[src/rtl/tank_sprite_scheduler.sv]
// Multi-tank sprite scheduler: on each frame_tick, erases and redraws every tank whose
// snapshot differs from what is on screen, one clipped pixel per cycle.
module tank_sprite_scheduler #(
    parameter int NUM_TANKS     = 4,
    parameter int SPRITE        = 8,
    parameter int XW            = 8,
    parameter int YW            = 7,
    parameter int COLW          = 3,
    parameter int SCREEN_W      = 160,
    parameter int SCREEN_H      = 120,
    parameter int BG_COLOUR     = 0,
    parameter int BARREL_COLOUR = 7
) (
    input  logic                      clk,
    input  logic                      reset,
    input  logic                      frame_tick,
    input  logic [NUM_TANKS*XW-1:0]   tank_x,
    input  logic [NUM_TANKS*YW-1:0]   tank_y,
    input  logic [NUM_TANKS*2-1:0]    tank_dir,
    input  logic [NUM_TANKS-1:0]      tank_alive,
    input  logic [NUM_TANKS*COLW-1:0] tank_colour,
    output logic                      busy,
    output logic                      done,
    output logic [XW-1:0]             x,
    output logic [YW-1:0]             y,
    output logic [COLW-1:0]           colour,
    output logic                      plot
);

    localparam int IW = (NUM_TANKS > 1) ? $clog2(NUM_TANKS) : 1;
    localparam int CW = $clog2(SPRITE);
    localparam logic [CW-1:0] LAST = CW'(SPRITE - 1);
    localparam logic [CW-1:0] MID  = CW'(SPRITE / 2);

    typedef enum logic [2:0] {S_IDLE, S_SCAN, S_ERASE, S_DRAW, S_NEXT, S_DONE} state_t;

    state_t r_state, w_next;

    logic [XW-1:0]   r_snap_x   [NUM_TANKS];
    logic [YW-1:0]   r_snap_y   [NUM_TANKS];
    logic [1:0]      r_snap_dir [NUM_TANKS];
    logic [COLW-1:0] r_snap_col [NUM_TANKS];
    logic [NUM_TANKS-1:0] r_snap_alive;
    logic [XW-1:0]   r_rec_x    [NUM_TANKS];
    logic [YW-1:0]   r_rec_y    [NUM_TANKS];
    logic [1:0]      r_rec_dir  [NUM_TANKS];
    logic [NUM_TANKS-1:0] r_rec_alive, r_rec_drawn;

    logic            r_force_all, r_busy, r_done, r_plot;
    logic [IW-1:0]   r_idx;
    logic [CW-1:0]   r_row, r_col;
    logic [XW-1:0]   r_x;
    logic [YW-1:0]   r_y;
    logic [COLW-1:0] r_colour;

    logic [XW-1:0]   w_sx, w_base_x;
    logic [YW-1:0]   w_sy, w_base_y;
    logic [1:0]      w_sdir;
    logic [COLW-1:0] w_scol, w_pix_colour;
    logic            w_salive, w_changed, w_last_pix, w_pixel_state, w_in_view, w_barrel;
    logic [XW:0]     w_sum_x;
    logic [YW:0]     w_sum_y;

    assign w_sx     = r_snap_x[r_idx];
    assign w_sy     = r_snap_y[r_idx];
    assign w_sdir   = r_snap_dir[r_idx];
    assign w_scol   = r_snap_col[r_idx];
    assign w_salive = r_snap_alive[r_idx];

    assign w_changed = r_force_all
                     | (w_salive != r_rec_alive[r_idx])
                     | (w_salive & ((w_sx != r_rec_x[r_idx]) | (w_sy != r_rec_y[r_idx])
                                    | (w_sdir != r_rec_dir[r_idx])));

    assign w_last_pix    = (r_row == LAST) && (r_col == LAST);
    assign w_pixel_state = (r_state == S_ERASE) || (r_state == S_DRAW);

    // Erase walks the recorded footprint, draw walks the snapshot position.
    assign w_base_x  = (r_state == S_ERASE) ? r_rec_x[r_idx] : w_sx;
    assign w_base_y  = (r_state == S_ERASE) ? r_rec_y[r_idx] : w_sy;
    assign w_sum_x   = {1'b0, w_base_x} + (XW+1)'(r_col);
    assign w_sum_y   = {1'b0, w_base_y} + (YW+1)'(r_row);
    assign w_in_view = (w_sum_x < (XW+1)'(SCREEN_W)) && (w_sum_y < (YW+1)'(SCREEN_H));

    // Barrel ray from the sprite centre in the facing direction
    always_comb begin
        w_barrel = 1'b0;
        case (w_sdir)
            2'b00:   w_barrel = (r_col == MID) && (r_row < MID);
            2'b01:   w_barrel = (r_row == MID) && (r_col > MID);
            2'b10:   w_barrel = (r_col == MID) && (r_row > MID);
            2'b11:   w_barrel = (r_row == MID) && (r_col < MID);
            default: w_barrel = 1'b0;
        endcase
    end

    // Pixel colour selection
    always_comb begin
        w_pix_colour = COLW'(BG_COLOUR);
        if (r_state == S_ERASE) begin
            w_pix_colour = COLW'(BG_COLOUR);
        end else if (w_barrel) begin
            w_pix_colour = COLW'(BARREL_COLOUR);
        end else begin
            w_pix_colour = w_scol;
        end
    end

    // Next-state logic
    always_comb begin
        w_next = r_state;
        case (r_state)
            S_IDLE: begin
                if (frame_tick) w_next = S_SCAN;
                else            w_next = S_IDLE;
            end
            S_SCAN: begin
                if (w_changed && r_rec_drawn[r_idx]) w_next = S_ERASE;
                else if (w_changed && w_salive)      w_next = S_DRAW;
                else                                 w_next = S_NEXT;
            end
            S_ERASE: begin
                if (w_last_pix) w_next = w_salive ? S_DRAW : S_NEXT;
                else            w_next = S_ERASE;
            end
            S_DRAW: begin
                if (w_last_pix) w_next = S_NEXT;
                else            w_next = S_DRAW;
            end
            S_NEXT: begin
                if (r_idx == IW'(NUM_TANKS - 1)) w_next = S_DONE;
                else                             w_next = S_SCAN;
            end
            S_DONE:  w_next = S_IDLE;
            default: w_next = S_IDLE;
        endcase
    end

    // State register
    always_ff @(posedge clk or posedge reset) begin
        if (reset) r_state <= S_IDLE;
        else       r_state <= w_next;
    end

    // Snapshot, on-screen records, pixel counters and registered pixel port
    always_ff @(posedge clk or posedge reset) begin
        if (reset) begin
            r_busy       <= 1'b0;
            r_done       <= 1'b0;
            r_plot       <= 1'b0;
            r_x          <= '0;
            r_y          <= '0;
            r_colour     <= '0;
            r_idx        <= '0;
            r_row        <= '0;
            r_col        <= '0;
            r_force_all  <= 1'b1;
            r_snap_alive <= '0;
            r_rec_alive  <= '0;
            r_rec_drawn  <= '0;
            for (int i = 0; i < NUM_TANKS; i++) begin
                r_snap_x[i]   <= '0;
                r_snap_y[i]   <= '0;
                r_snap_dir[i] <= '0;
                r_snap_col[i] <= '0;
                r_rec_x[i]    <= '0;
                r_rec_y[i]    <= '0;
                r_rec_dir[i]  <= '0;
            end
        end else begin
            r_done <= (r_state == S_DONE);
            r_plot <= w_pixel_state && w_in_view;
            if (w_pixel_state) begin
                r_x      <= w_sum_x[XW-1:0];
                r_y      <= w_sum_y[YW-1:0];
                r_colour <= w_pix_colour;
            end else begin
                r_x      <= r_x;
                r_y      <= r_y;
                r_colour <= r_colour;
            end
            case (r_state)
                S_IDLE: begin
                    if (frame_tick) begin
                        r_busy       <= 1'b1;
                        r_idx        <= '0;
                        r_snap_alive <= tank_alive;
                        for (int i = 0; i < NUM_TANKS; i++) begin
                            r_snap_x[i]   <= tank_x[i*XW +: XW];
                            r_snap_y[i]   <= tank_y[i*YW +: YW];
                            r_snap_dir[i] <= tank_dir[i*2 +: 2];
                            r_snap_col[i] <= tank_colour[i*COLW +: COLW];
                        end
                    end else begin
                        r_busy <= 1'b0;
                    end
                end
                S_ERASE, S_DRAW: begin
                    if (r_col == LAST) begin
                        r_col <= '0;
                        r_row <= (r_row == LAST) ? '0 : r_row + CW'(1);
                    end else begin
                        r_col <= r_col + CW'(1);
                    end
                end
                S_NEXT: begin
                    r_rec_x[r_idx]     <= w_sx;
                    r_rec_y[r_idx]     <= w_sy;
                    r_rec_dir[r_idx]   <= w_sdir;
                    r_rec_alive[r_idx] <= w_salive;
                    r_rec_drawn[r_idx] <= w_salive;
                    r_idx              <= r_idx + IW'(1);
                end
                S_DONE: begin
                    r_busy      <= 1'b0;
                    r_force_all <= 1'b0;
                end
                default: begin
                    r_busy <= r_busy;
                end
            endcase
        end
    end

    assign busy   = r_busy;
    assign done   = r_done;
    assign plot   = r_plot;
    assign x      = r_x;
    assign y      = r_y;
    assign colour = r_colour;

endmodule

[config.mk]
export PLATFORM = sky130hd
export DESIGN_NAME = tank_sprite_scheduler
export DESIGN_NICKNAME = d
export VERILOG_FILES = /design/src/rtl/tank_sprite_scheduler.sv
export SDC_FILE = /design/constraint.sdc
export NUM_CORES = 1
export LEC_CHECK = 0
export ABC_CLOCK_PERIOD_IN_PS = 6500
export BUFFER_PORTS_ARGS = -buffer_cell sky130_fd_sc_hd__buf_2
export CAP_MARGIN = 20
export CELL_PAD_IN_SITES_DETAIL_PLACEMENT = 1
export CELL_PAD_IN_SITES_GLOBAL_PLACEMENT = 1
export CORE_AREA = 4 4 148 150
export CTS_BUF_LIST = sky130_fd_sc_hd__clkbuf_8
export CTS_CLUSTER_DIAMETER = 80
export DETAILED_ROUTE_END_ITERATION = 8
export DIE_AREA = 0 0 152 154
export MAX_ROUTING_LAYER = met4
export PLACE_DENSITY = 0.74
export SYNTH_ARGS = -nofsm -noshare
export SYNTH_HDL_FRONTEND = slang
export SYNTH_SLANG_ARGS = --single-unit
[constraint.sdc]
create_clock -name clk -period 6.5 [get_ports clk]
set_input_delay 0.325 -clock clk [delete_from_list [all_inputs] [get_ports clk]]
set_output_delay 0.325 -clock clk [all_outputs]
set_load 0.01 [all_outputs]
==> flow_metrics.tcl, run 1 <==
set metrics [dict create \
    synth_edf_count 0 \
    syn_to_final_growth_pct 12.5 \
    period_share 0.589 \
    ir_drop_mv 0.197 \
    rows 53 \
    hold_viol_final 0 \
    core-area_sq_mm 0.0207 \
    cap_violations 0 \
    crit_type "reg -> reg" \
    vias 5708 \
    clockBufferDepth 2 \
    status "completed" \
    drv_slew 0 \
    grt_overflow_total 0 \
    cts_tree "done" \
    grt_usage 0.189 \
    antenna_found_initial 0 \
    placed_cell_area_sq_mm 0.00988 \
    vias_per_cell 5.43 \
    gp_congestion 0.808 \
    rr_startpoint "r_idx[0]$_DFFE_PP0P_" \
    ctsHoldBuffers 1 \
    ys_ff_latch 189 \
    cts_resized 0 \
    setup_violations 0 \
    instances_no_fill 1052 \
    drive_gt1_frac 0.435 \
    drt_first_iter_violations 205 \
    layout_min_cycle_time_ns 3.83 \
    synthFlopType "dfrtp_1" \
    fill_cells 2176 \
    whs_endpoint "r_snap_x[19]$_DFFE_PP0P_" \
    worst_r2r_path_depth 12 \
    clkSlewWorstSetupHoldPaths_ns 0.11 \
    cts-root-buf "clkbuf_8" \
    synth_nets 773 \
    grt_pass1_vias 6354 \
    async_flop_share 1.00 \
    fin_area_sq_mm 0.0103 \
    start_util 0.443 \
    clock-sinks 189 \
    min_path_type "in -> reg" \
    firstDrtPassIters 4 \
    synth-xor-area-share 0.0277 \
    reg2reg_slack_ns 2.67 \
    numCtsBuffers 17 \
    ys_warn_count 0 \
    fmax_mhz 261 \
    skew_ns 0.0110 \
    leakage_nw 4.71 \
    drt_drc_violations_left 0 \
    grt_pass1_wl_mm 34.2 \
    grt_max_degree 100 \
    antenna_left 0 \
    synth_compound_area_frac 0.0394 \
    synth_adder_area_share 0.0262 \
    fp.dieH_microns 154 \
    io_buffers 107 \
    antenna_cells 0 \
    cts_max_level 4 \
    synth_mux_area_frac 0.299 \
    ys_seq_area_frac 0.516 \
    post-cts-setup-buffer-count 0 \
    nets 869 \
    path_max_fanout 26 \
    fin_util 0.499 \
    r2r-end "plot$_DFF_PP0_" \
    routed_wl_mm 20.9 \
    worst_pin_slew_ns 1.07 \
    critPathCaptureType "flop" \
    hold-worst-slack_ns 0.0684 \
    syn_area_sq_mm 0.00917 \
    clk_latency_ns 0.48 \
    syn_area_per_cell_sq_um 13.7 \
    synth_top_family_by_area "multiplexers" \
    cp-startpoint "r_idx[0]$_DFFE_PP0P_" \
    final.setup.tns_ns 0 \
    synthDistinctLibCells 51 \
    power_density_mw_per_mm2 461 \
    dieArea_sq_mm 0.0234 \
    cp.arrival_ns 4.23 \
    dp_hpwl_mm 14.9 \
    max_slew_margin 0.286 \
    die_x_microns 152 \
    syn_inst 668 \
    synthSimpleGateAreaFrac 0.0634 \
    placed_cells 1017 \
    critPathRequiredTime_ns 6.90 \
    cp-start-kind "flop" \
    rsz0062_at_grt "no" \
    min_path_cells 2 \
    ios 108 \
    hp-start "tank_x[11]" \
    wl_per_cell_microns 19.8 \
]
==> worst max path at each step <==
stage,to,slack (ns),cells past startpoint
5_1_grt,plot$_DFF_PP0_,2.38,12
4_1_cts,plot$_DFF_PP0_,2.62,12
3_5_place_dp,plot$_DFF_PP0_,2.64,12
2_1_floorplan,busy$_DFFE_PP0P_,1.03,1
3_3_place_gp,plot$_DFF_PP0_,2.75,12
6_report,plot$_DFF_PP0_,2.67,12
==> through the flow <==
step                      power [mW]  setup WS [ns]
after floorplan                 3.45           1.03
final                           4.76           2.67
after detailed placement        4.05           2.64
after global placement          3.90           2.75
after global routing            5.13           2.38
after CTS                       4.80           2.62
==> cell families (layout without fill, tap and decap cells) <==
group                      count (synthesis)  count (layout)
DFF                                      189             189
adders and majority gates                 18              18
and+or+nand+nor                          123             123
AOI/OAI and AO/OA                         58              58
xor gates and xnor gates                  29              29
muxes                                    204             204
buffers and inverters                     47             156
==> worst max-delay path: stages, from the launching register on <==
cell,delay (ns)
dfrtp_2,0.90
buf_4,0.51
mux4_2,0.63
nand2_1,0.10
nand2_1,0.06
ha_1,0.21
fa_1,0.42
a21o_1,0.21
nand2_1,0.10
xnor2_1,0.08
mux2i_1,0.18
o21bai_1,0.12
a211oi_2,0.21
==> Yosys cell counts (all sizes together) (3+ instances only) <==
master,instances,area [sq um]
nor4,4,37.5
clkbuf,18,67.6
xor2,19,166
nor3,3,15.0
nand2,75,282
o21ai,29,145
a21o,5,37.5
mux4,38,893
xnor2,10,87.6
ha,16,200
dfrtp,188,4700
nand2b,8,50.1
nor2,5,18.8
inv,9,33.8
and2,4,25.0
a21oi,5,25.0
nand4,4,25.0
mux2i,13,130
buf,20,158
o211ai,3,22.5
nand3,8,40.0
nor2b,5,31.3
mux2,153,1720
==> where the power goes <==
part | switching, mW | internal [mW]
logic | 1.05 | 0.996
registers | 0.301 | 1.66
clock network | 0.465 | 0.285
total | 1.82 | 2.94
==> area by class of cell <==
cell class / count / area, sq um / share of cell area
sequential: 189 / 4730 / 0.459
multi-input combinational: 432 / 4190 / 0.406
clock buffer: 17 / 234 / 0.0227
timing repair buffer: 115 / 626 / 0.0606
tap: 275 / 344 / 0.0333
clock inverter: 15 / 155 / 0.0150
inverter: 9 / 41.3 / 0.00400
==> sequential cells by signal, indices dropped and copies added, names as in the netlist, 7 cells and up <==
name,cells
r_rec_x,32
r_snap_x,32
r_rec_y,28
r_snap_y,28
r_snap_col,12
r_rec_dir,8
r_snap_dir,8
x,8
y,7
==> cell usage in the layout, fill, tap and decap left out, types with 3 or more instances in the layout <==
cell	count
a21o_1	5
clkinv_8	3
nand4_1	4
and2_1	4
ha_1	16
nand3_1	8
mux4_2	28
inv_8	4
mux2_2	153
o211ai_1	3
xor2_1	19
nand2b_1	8
xnor2_1	10
mux4_1	10
buf_2	107
o21ai_0	28
dfrtp_1	186
inv_1	8
nand2_1	75
inv_6	3
clkinv_4	3
clkbuf_8	17
nor2b_1	5
mux2i_1	13
buf_4	5
a21oi_1	5
nor2_1	5
==> metal layers <==
metal	vias to the layer above	wire length, microns	GRT usage
met5	-	0	-
met4	0	354	0.0608
met3	21	750	0.0363
met2	113	10200	0.299
met1	2970	9570	0.250
li1	2604	-	-
Power figures use the tool's default switching activity.
==> run 2, diff against run 1 <==
==> config.mk (replaced) <==
export PLATFORM = sky130hd
export DESIGN_NAME = tank_sprite_scheduler
export DESIGN_NICKNAME = d
export VERILOG_FILES = /design/src/rtl/tank_sprite_scheduler.sv
export SDC_FILE = /design/constraint.sdc
export NUM_CORES = 1
export LEC_CHECK = 0
export ABC_AREA = 1
export ABC_CLOCK_PERIOD_IN_PS = 3800
export BUFFER_PORTS_ARGS = -buffer_cell sky130_fd_sc_hd__buf_2
export CAP_MARGIN = 20
export CELL_PAD_IN_SITES_DETAIL_PLACEMENT = 1
export CELL_PAD_IN_SITES_GLOBAL_PLACEMENT = 1
export CORE_AREA = 4 4 153 155
export CTS_BUF_LIST = sky130_fd_sc_hd__clkbuf_8
export CTS_CLUSTER_DIAMETER = 80
export DETAILED_ROUTE_END_ITERATION = 8
export DIE_AREA = 0 0 157 159
export MAX_ROUTING_LAYER = met4
export PLACE_DENSITY = 0.8
export SYNTH_ARGS = -nofsm -noshare
export SYNTH_HDL_FRONTEND = slang
export SYNTH_SLANG_ARGS = --single-unit
==> constraint.sdc (replaced) <==
create_clock -name clk -period 3.8 [get_ports clk]
set_input_delay 0.19 -clock clk [delete_from_list [all_inputs] [get_ports clk]]
set_output_delay 0.19 -clock clk [all_outputs]
set_load 0.01 [all_outputs]
==> flow_metrics.tcl, run 2 <==
set metrics [dict create \
    antenna_found_initial 1 \
    final_cell_mix "nand2_1, dfrtp_1, o21ai_0" \
    path_max_fanout 30 \
    critPathRequiredTime_ns 4.18 \
    rsz0062_at_grt "no" \
    power_density_mw_per_mm2 835 \
    mostFrequentLayoutCell "nand2_1" \
    crit_type "reg -> reg" \
    path_cells "inv_2 -> nand2_1 -> nand3_1 -> nand2_1 -> o21ai_0 -> ha_1 -> inv_1 -> fa_1 -> nor2_1 -> o21ai_1 -> nor2_2 -> nand2_1 -> nand2_1 -> nand2_1 -> a21oi_1 -> nor2_1" \
    grt_usage 0.251 \
    cp_slowest_cell "dfrtp_2" \
    critPathBufInv 2 \
    ys_seq_area_frac 0.495 \
    synth_nets 1403 \
    fp.dieH_microns 159 \
    io_buffers 107 \
    fmax_mhz 326 \
    setup_violations 0 \
    p_sw_mw 4.71 \
    cts_tree "done" \
    cp.arrival_ns 3.45 \
    cts_resized 0 \
    syn_to_final_growth_pct 20.9 \
    status "completed" \
    yosysMostFrequentCell "nand2_1" \
    die_x_microns 157 \
    layout_min_cycle_time_ns 3.07 \
    synthFlopType "dfrtp_1" \
    finalPower_mw 9.64 \
    netlist_top_cells_count "nand2_1, dfrtp_1, o21ai_0" \
    syn_inst 1298 \
    reg_top3 "r_rec_x x32, r_snap_x x32" \
    dieArea_sq_mm 0.0250 \
    grt_pass1_wl_mm 49.5 \
    synth_area_leaders "dfrtp_1, nand2_1, o21ai_0, nand3_1, ha_1" \
    clock-sinks 189 \
    swShare 0.488 \
    dp_hpwl_mm 18.4 \
    grt_max_degree 156 \
    cts-root-buf "clkbuf_8" \
    multiInputGateArea_sq_mm 0.00431 \
    ys_ff_latch 189 \
    clkPwrFrac 0.137 \
    vias 9057 \
    yosys.area.top_type "dfrtp_1" \
    seqPwrFrac 0.338 \
    firstDrtPassIters 5 \
    clkSlewWorstSetupHoldPaths_ns 0.11 \
    critical-path-max-stage-delay_ns 0.44 \
    final.setup.tns_ns 0 \
    syn_area_per_cell_sq_um 7.36 \
    ctsHoldBuffers 85 \
    pwr-share-comb 0.525 \
    crit_top_cell "nand2_1" \
    vias_per_cell 5.17 \
    ys_warn_count 0 \
    wl_per_cell_microns 16.8 \
    worst_pin_slew_ns 0.868 \
    synth_edf_count 0 \
    reg2reg_slack_ns 0.73 \
    p_int_mw 4.93 \
    regArea_sq_mm 0.00473 \
    fill_cells 2774 \
    nets 1564 \
    cp_top_family "simple AND/OR/NAND/NOR gates" \
    clk_latency_ns 0.48 \
    gp_congestion 0.821 \
    clockBufferDepth 2 \
    critPathCaptureType "flop" \
    routed_wl_mm 29.4 \
    start_util 0.438 \
    ir_drop_mv 0.381 \
    synth_top_area_share 0.492 \
    syn_area_sq_mm 0.00955 \
    hold_viol_final 0 \
    cap_violations 0 \
    ios 108 \
    drt_drc_violations_left 0 \
    cts_max_level 4 \
    grt_pass1_vias 9623 \
    max_slew_margin 0.421 \
    numCtsBuffers 17 \
    drt_first_iter_violations 521 \
    antenna_left 0 \
    cp-start-kind "flop" \
    post-cts-setup-buffer-count 0 \
    drv_slew 0 \
    grt_overflow_total 0 \
    leakage_nw 6.08 \
    async_flop_share 1.00 \
    core-area_sq_mm 0.0218 \
    skew_ns 0.0225 \
    min_path_type "in -> reg" \
    drive_gt1_frac 0.120 \
    rows 54 \
    synthDistinctLibCells 33 \
    hold-worst-slack_ns 0.331 \
    period_share 0.808 \
]
## run 2: cell count changes after synthesis, moves of 28 or more
cell,before,now
inv_1,9,48
mux2_2,153,1
mux4_2,28,0
nand2_1,75,694
nand3_1,8,86
o21ai_0,28,117
## run 2: area by class of cell
type | instances | area share
Antenna cell | 1 | 0.000217
Clock buffer | 17 | 0.0202
Clock inverter | 15 | 0.0127
Inverter | 54 | 0.0179
Multi-Input combinational cell | 990 | 0.373
Sequential cell | 189 | 0.410
Tap cell | 280 | 0.0303
Timing Repair Buffer | 207 | 0.136
## run 2: routing by layer
metal / up-vias / track usage / share of wire
li1: 4409 / - / -
met1: 4448 / 0.329 / 0.46
met2: 158 / 0.409 / 0.49
met3: 42 / 0.0345 / 0.031
met4: 0 / 0.0686 / 0.021
met5: - / - / 0
## run 2: final timing paths
path                                          from                  endpoint  cells past startpoint
min                                     frame_tick  r_snap_x[10]$_DFFE_PP0P_                      5
max in group asynchronous                    reset  r_rec_dir[6]$_DFFE_PP0P_                      4
min reg2reg                r_force_all$_DFFE_PP1P_   r_force_all$_DFFE_PP1P_                      2
max reg2reg                   r_idx[0]$_DFFE_PP0P_            plot$_DFF_PP0_                     16
min in group asynchronous                    reset  r_snap_x[14]$_DFFE_PP0P_                      4
max                           r_idx[0]$_DFFE_PP0P_            plot$_DFF_PP0_                     16
## run 2: tightest hold or removal path: stages
cell,delay (ns)
buf_2,0.10
nand3_2,0.08
inv_2,0.21
nand2_1,0.13
nand2_1,0.04
## run 2: cell families after synthesis
logic type / after synthesis / synth area share
flops: 189 / 0.495
fa+ha+maj: 18 / 0.0251
buf+inv: 119 / 0.0540
mux: 1 / 0.00118
simple gates: 821 / 0.339
xor+xnor: 9 / 0.00825
compound gates: 141 / 0.0778
## run 2: power by group through the flow
| stage | combinational, mW | sequential [mW] | clock (mW) |
|---|---|---|---|
| 5_1_grt | 5.84 | 3.35 | 1.43 |
| 3_5_place_dp | 5.00 | 3.29 | 0 |
| 4_1_cts | 5.09 | 3.26 | 1.35 |
| 2_1_floorplan | 3.57 | 3.18 | 0 |
| 3_3_place_gp | 4.80 | 3.27 | 0 |
| 6_report | 5.06 | 3.26 | 1.32 |
## run 2: per-stage QoR
step	utilization	instances	setup WS (ns)	instance area, sq um
final	0.529	1753	0.729	11600
after global routing	0.529	1753	0.433	11600
after global placement	0.472	1634	0.794	10300
after floorplan	-	1298	1.06	9560
after detailed placement	0.473	1635	0.733	10300
after CTS	0.529	1752	0.713	11600
